$ cat src/rtl/div4bs.sv
// Sequential restoring divider: one quotient bit per clock, start/busy/done handshake.
// A zero divisor completes in one cycle with q = all ones, r = x and div0 set.
module div4bs #(
    parameter int N = 4
) (
    input  logic         clk,
    input  logic         rst_n,
    input  logic         start,
    input  logic [N-1:0] x,
    input  logic [N-1:0] y,
    output logic [N-1:0] q,
    output logic [N-1:0] r,
    output logic         busy,
    output logic         done,
    output logic         div0
);

    localparam int CW = $clog2(N);

    typedef enum logic [1:0] {
        IDLE,
        CALC,
        DONE
    } state_t;

    state_t          state, state_next;
    logic            accept, last;
    logic [CW-1:0]   cnt;
    logic [N-1:0]    rem, rem_next;
    logic [N:0]      rem_shift, diff;
    logic [N-1:0]    dvd, quo, quo_next, ys;

    // NOTE: every always_comb output gets a default first so no path leaves it
    // unassigned; a missing default is how latches get inferred.
    always_comb begin
        state_next = state;
        accept     = 1'b0;
        last       = 1'b0;
        case (state)
            IDLE, DONE: begin
                state_next = IDLE;
                if (start) begin
                    accept     = 1'b1;
                    state_next = (y == '0) ? DONE : CALC;
                end
            end
            CALC: begin
                if (cnt == '0) begin
                    last       = 1'b1;
                    state_next = DONE;
                end
            end
            default: state_next = IDLE;
        endcase
    end

    // NOTE: sequential state uses non-blocking assignments only, so every
    // register samples the pre-edge values regardless of statement order.
    always_ff @(posedge clk) begin
        if (!rst_n) state <= IDLE;
        else        state <= state_next;
    end

    assign busy = (state == CALC);
    assign done = (state == DONE);

    // The restored remainder is always below y, so N stored bits suffice;
    // only the shifted trial value needs the extra bit.
    always_comb begin
        rem_shift = {1'b0, rem, dvd[N-1]};
        rem_shift = {rem, dvd[N-1]};
        diff      = rem_shift - {1'b0, ys};
        if (diff[N]) begin
            rem_next = rem_shift[N-1:0];
            quo_next = {quo[N-2:0], 1'b0};
        end else begin
            rem_next = diff[N-1:0];
            quo_next = {quo[N-2:0], 1'b1};
        end
    end

    // NOTE: working registers carry no reset; they are always loaded on an
    // accepted start before being read, and only the visible results are cleared.
    always_ff @(posedge clk) begin
        if (accept) begin
            rem <= '0;
            quo <= '0;
            dvd <= x;
            ys  <= y;
            cnt <= CW'(N - 1);
        end else if (state == CALC) begin
            rem <= rem_next;
            quo <= quo_next;
            dvd <= {dvd[N-2:0], 1'b0};
            cnt <= cnt - CW'(1);
        end
    end

    always_ff @(posedge clk) begin
        if (!rst_n) begin
            q    <= '0;
            r    <= '0;
            div0 <= 1'b0;
        end else if (accept && (y == '0)) begin
            q    <= '1;
            r    <= x;
            div0 <= 1'b1;
        end else if (last) begin
            q    <= quo_next;
            r    <= rem_next;
            div0 <= 1'b0;
        end
    end

endmodule

$ cat config.mk
export PLATFORM = sky130hd
export DESIGN_NAME = div4bs
export DESIGN_NICKNAME = d
export VERILOG_FILES = /design/src/rtl/div4bs.sv
export SDC_FILE = /design/constraint.sdc
export NUM_CORES = 1
export LEC_CHECK = 0
export BUFFER_PORTS_ARGS = -buffer_cell sky130_fd_sc_hd__buf_2
export CORE_ASPECT_RATIO = 1.75
export CORE_UTILIZATION = 48
export CTS_CLUSTER_DIAMETER = 80
export DETAILED_ROUTE_END_ITERATION = 10
export PLACE_DENSITY = 0.78
export SETUP_SLACK_MARGIN = 0.5
export SLEW_MARGIN = 20
export SYNTH_ARGS = -nofsm -noshare
export SYNTH_HDL_FRONTEND = slang
export SYNTH_SLANG_ARGS = --single-unit
export TNS_END_PERCENT = 50
$ cat constraint.sdc
create_clock -name clk -period 2.2 [get_ports clk]
set_clock_uncertainty 0.2 [all_clocks]
set_input_delay 0.44 -clock clk [delete_from_list [all_inputs] [get_ports clk]]
set_output_delay 0.44 -clock clk [all_outputs]
set_load 0.005 [all_outputs]
Word-level counts from Yosys, hierarchy flattened. Index checks and enable logic that the tools add are counted.

Register bits: 28. Latch bits: 0. RAM bits: 0. Memory bits (read-only): 0. Word-level logic and storage cells: 39. Memories: 0.

Add/sub/neg operators: 2. Multiply operators: 0. Div/mod/pow operators: 0. Order comparisons: 0. Eq/ne operators: 3. Shifts and indexed selects: 0. Multiplexer cells: 18. Bitwise logic cells: 0. Reduce and logical (&&, ||, !) cells: 7.

Operator list (number): 4-bit 2-to-1 mux (7); 1-bit 2-to-1 mux (7); 2-bit 2-to-1 mux (3); 5-bit by 4-bit subtractor with 5-bit output (1); 2-bit zero test (2); 4-bit zero test (1); 2-bit case mux with 2 select lines (1); 2-bit nonzero test (2); 2-bit by 1-bit equality test with 1-bit output (second input constant) (1); 2-bit equality test (second input constant) (1); 2-bit by 1-bit inequality test with 1-bit output (second input constant) (1); 2-bit OR reduction (1); 2-bit by 1-bit subtractor with 2-bit output (second input constant) (1); 1-bit logical AND (1).

Longest topological paths before layout.
Word-level depth: 5. Mapped depth: 8.

Least setup slack after synthesis. No wires, ideal clock.

Kind: reg2reg. From: register ys[0]. To: register r[0]. Data arrival time: 2.057 ns. Data required time: 1.917 ns. Slack: -0.140 ns. Cell stages (with the launch flop): 8. Buffers on the path: 0. Cell sequence: edfxtp_1 > ha_1 > fa_1 > nand2b_1 > a21oi_4 > xor2_4 > mux2_1 > o221ai_1.

Word-level cells in the longest chain between the ends: 4.

RTL lines: start, declared (RTL line 31) `logic [N-1:0] dvd, quo, quo_next, ys;`; start signal, assigned (RTL line 89) `ys <= y;`; 5-bit by 4-bit subtractor with 5-bit output (RTL line 72) `diff = rem_shift - {1'b0, ys};`; 4-bit 2-to-1 mux (RTL line 73) `if (diff[N]) begin`; 4-bit 2-to-1 mux (RTL line 108) `end else if (last) begin`; 4-bit 2-to-1 mux (RTL line 104) `end else if (accept && (y == '0)) begin`; end signal, assigned (RTL line 110) `r <= rem_next;`; end, declared (RTL line 12) `output logic [N-1:0] r,`.

Every way passes these cells. The select of a mux whose other input is x is not followed. A chain may end at the register's enable or synchronous reset.

Final worst setup path. Ends and elaborated chain as after synthesis.

==> flow_summary_export.csv <==
group,metric,value,unit
cells_and_area,final_area,0.00154,mm2
global_routing,grt_use_total,0.208,
cells_and_area,nets,168,
placement,placedInstanceArea,0.00145,mm2
power_and_ir_drop,pwr-share-seq,0.432,
synthesis,synth_edf_count,8,
sta,drv_slew,0,
global_routing,grt_overflow,0,
power_and_ir_drop,sw_frac_of_total,0.318,
sta,max_freq,443,MHz
global_routing,grt_pass1_wl,4100,um
synthesis,netlist_top_cells_area,"dfxtp_1 32%, edfxtp_1 19%, mux2i_1 6.4%, nand2_1 5.1%, ha_1 5.0%",
clocking,cts_buffer_depth,2,
synthesis,syn-cell-area,0.00125,mm2
critical_path,slowest_delay,380,ps
cells_and_area,drive_gt1_frac,0.327,
routing,drt_iter0_markers,36,
clocking,clock_insertion_delay_worst_skew,270,ps
clocking,tritoncts,"yes",
placement,io_buffers,21,
power_and_ir_drop,max-vdd-ir-drop,0.696,mV
critical_path,worstSetupStartpointType,"flip-flop",
synthesis,synthArstFlopShare,0,
sta,max_slew_margin,0.768,
floorplanning,core,0.00246,mm2
synthesis,ys.flop_type,"dfxtp_1",
synthesis,netlist.area_leader.share,0.321,
synthesis,yosysWarnings,0,
cells_and_area,fillCellCount,202,
routing,drc,1,
critical_path,cp_max_fo,4,
clocking,root_buffer,"clkbuf_8",
critical_path,worst-endpoint-required,2200,ps
global_routing,grt_max_degree,16,
power_and_ir_drop,pwr_density_cell,1020,mW/mm2
worst_hold_path,hp-class,"input port to flip-flop",
synthesis,synth.most_common_cell,"dfxtp_1",
job,max_cap_violations,0,
routing,first_pass_iters,7,
placement,finalWeightedCongestion,0.805,
floorplanning,rows,24,
clocking,clkTransAtPathRegs,90,ps
sta,fin_hold_ws,156,ps
power_and_ir_drop,internal_power,1.07,mW
synthesis,avgSynthCellArea,10.4,um2
clocking,post_cts_buffers,0,
power_and_ir_drop,p_leak,0.719,nW
synthesis,ys_ff_latch,28,
routing,vias_per_cell,5.48,
clocking,htree_num_levels,1,
global_routing,grt_pass1_vias,917,
routing,postRouteAntennaNets,0,
sta,fin_crit,2260,ps
synthesis,syn_inst,120,
synthesis,synthTopCellsByCount,"20 x dfxtp_1, 17 x nand2_1",
sta,setup_viol,4,
outcome,status,"complete, but fails checks",
power_and_ir_drop,clkPwrFrac,0.197,
synthesis,ys_types,33,
cells_and_area,syn_to_final_growth,23.3,%
power_and_ir_drop,p_comb_frac,0.371,
sta,tightestPinTransition,345,ps
power_and_ir_drop,switchingPower,0.498,mW
clocking,cts_hold_buf,0,
clocking,cts_buffers,3,
placement,dp_hpwl,1930,um
critical_path,path_class,"flip-flop to flip-flop",
synthesis,yosysSeqAreaShare,0.514,
sta,rsz0062_at_grt,"true",
floorplanning,io_pins,22,
floorplanning,die-area,0.00281,mm2
floorplanning,start_util,0.506,
critical_path,critPathCaptureType,"flip-flop",
routing,routed_wirelength,2530,um
synthesis,yosys.area.top_type,"dfxtp_1",
clocking,cts_sinks,28,
floorplanning,die_x,40.5,um
synthesis,synth_fp_nets,137,
sta,fin_crit_sh,1.03,
global_routing,antenna_found_initial,0,
routing,wire_per_inst,14.4,um
routing,num_vias,964,
cells_and_area,num_antenna_cells,0,
critical_path,cpMaxStageDelayCell,"edfxtp_1",
outcome,violations,"DRC, setup timing",
critical_path,crit_chain,"ha_2, fa_2, nand2b_4, a21oi_4, xor2_4, mux2_4, o221ai_2",
critical_path,cp.arrival,2250,ps
sta,finalHoldViolCount,0,
floorplanning,die_y,69.4,um
sta,worst_slack,-55.0,ps
## registers in the layout (all words and copies together), names as in the netlist
register / count
rem: 4
dvd: 4
state: 2
div0: 1
q: 4
quo: 3
r: 4
cnt: 2
ys: 4
## routing by layer
layer  vias up  global-route usage  part of all wire
met3         4              0.0288             0.025
met4         0              0.0667             0.015
met1       460               0.272              0.41
li1        484                   -                 -
met5         -                   0                 0
met2        16               0.335              0.55
## stage by stage
| stage | setup TNS, ps | total power [mW] | worst slack [ps] | instances | util |
|---|---|---|---|---|---|
| 6_report | -131 | 1.56 | -55.0 | 176 | 0.624 |
| 5_1_grt | -670 | 1.65 | -124 | 176 | 0.624 |
| 4_1_cts | -165 | 1.56 | -48.4 | 176 | 0.620 |
| 3_5_place_dp | -212 | 1.24 | -87.1 | 172 | 0.587 |
| 3_3_place_gp | 0 | 1.22 | 3.94 | 172 | 0.587 |
| 2_1_floorplan | -34.4 | 1.08 | -34.4 | 120 | - |
## cells by family after synthesis
group                      Yosys count  synth area share
DFF                                 28             0.514
AOI/OAI and AO/OA                   24             0.134
and+or+nand+nor                     36             0.133
xor gates and xnor gates             3            0.0362
buffers and inverters               14            0.0442
muxes                                9            0.0733
adders and majority gates            6            0.0663
## what timing repair did
item,in CTS,in global routing
endpoints found under the hold margin,0,0
pin swaps,2,1
endpoints found under the setup margin,11,14
gates resized for setup,7,3
## cell type report
cell class / instances / area [um2] / share of cell area
tap: 26 / 32.5 / 0.0212
sequential: 28 / 643 / 0.419
multi-input combinational: 78 / 589 / 0.384
inverter: 11 / 41.3 / 0.0269
timing repair buffer: 29 / 175 / 0.114
clock buffer: 4 / 55.1 / 0.0358
## layout by cell type, fill, tap and decap left out
| cell type | synthesis | final |
|---|---|---|
| a21oi_1 | 8 | 8 |
| a21oi_4 | 1 | 1 |
| a22o_1 | 4 | 4 |
| a22oi_1 | 1 | 1 |
| a311oi_1 | 1 | 1 |
| a31oi_1 | 1 | 1 |
| and2_1 | 1 | 1 |
| buf_2 | 2 | 20 |
| buf_4 | 0 | 7 |
| buf_6 | 0 | 2 |
| clkbuf_8 | 0 | 4 |
| dfxtp_1 | 20 | 18 |
| dfxtp_2 | 0 | 2 |
| edfxtp_1 | 8 | 8 |
| fa_2 | 0 | 1 |
| ha_1 | 5 | 4 |
| ha_2 | 0 | 1 |
| inv_1 | 8 | 7 |
| inv_2 | 3 | 4 |
| mux2_4 | 0 | 1 |
| mux2i_1 | 8 | 8 |
| nand2_1 | 17 | 16 |
| nand2_2 | 0 | 1 |
| nand2b_1 | 3 | 1 |
| nand2b_4 | 0 | 2 |
| nand3_1 | 2 | 2 |
| nand3b_1 | 2 | 2 |
| nand4_1 | 2 | 2 |
| nor2_1 | 7 | 7 |
| nor2b_1 | 1 | 1 |
| nor4_1 | 1 | 1 |
| o21ai_0 | 2 | 2 |
| o21ai_1 | 2 | 2 |
| o221ai_1 | 2 | 1 |
| o221ai_2 | 0 | 1 |
| o22a_1 | 1 | 1 |
| o22ai_2 | 0 | 1 |
| xnor2_1 | 1 | 1 |
| xor2_1 | 1 | 1 |
| xor2_4 | 1 | 1 |
## worst max-delay path: cells and delay by family (launching register included)
kind                     cells  cell delay (ps)
multiplexers                 1              340
XOR/XNOR                     1              230
AO/OA/AOI/OAI                2              330
AND/OR/NAND/NOR              1              160
flip-flops                   1              380
adder cells (fa/ha/maj)      2              540
## power groups by stage
stage               Sequential (mW)  Combinational, mW  Clock, mW
global placement              0.685              0.539          0
detailed placement            0.684              0.561          0
global route                  0.687              0.635      0.332
finish                        0.675              0.580      0.308
floorplan                     0.672              0.412          0
CTS                           0.675              0.572      0.312
## path summary, 6_finish.rpt
kind | startpoint | to | depth (start not counted) | slack [ps]
min reg2reg | div0$_SDFFE_PN0P_ | div0$_SDFFE_PN0P_ | 2 | 260
min | y[0] | ys[0]$_DFFE_PP_ | 1 | 160
max | ys[0]$_DFFE_PP_ | r[0]$_SDFFE_PN0P_ | 7 | -60
max reg2reg | ys[0]$_DFFE_PP_ | r[0]$_SDFFE_PN0P_ | 7 | -60
(Power assumes the default switching activity.)
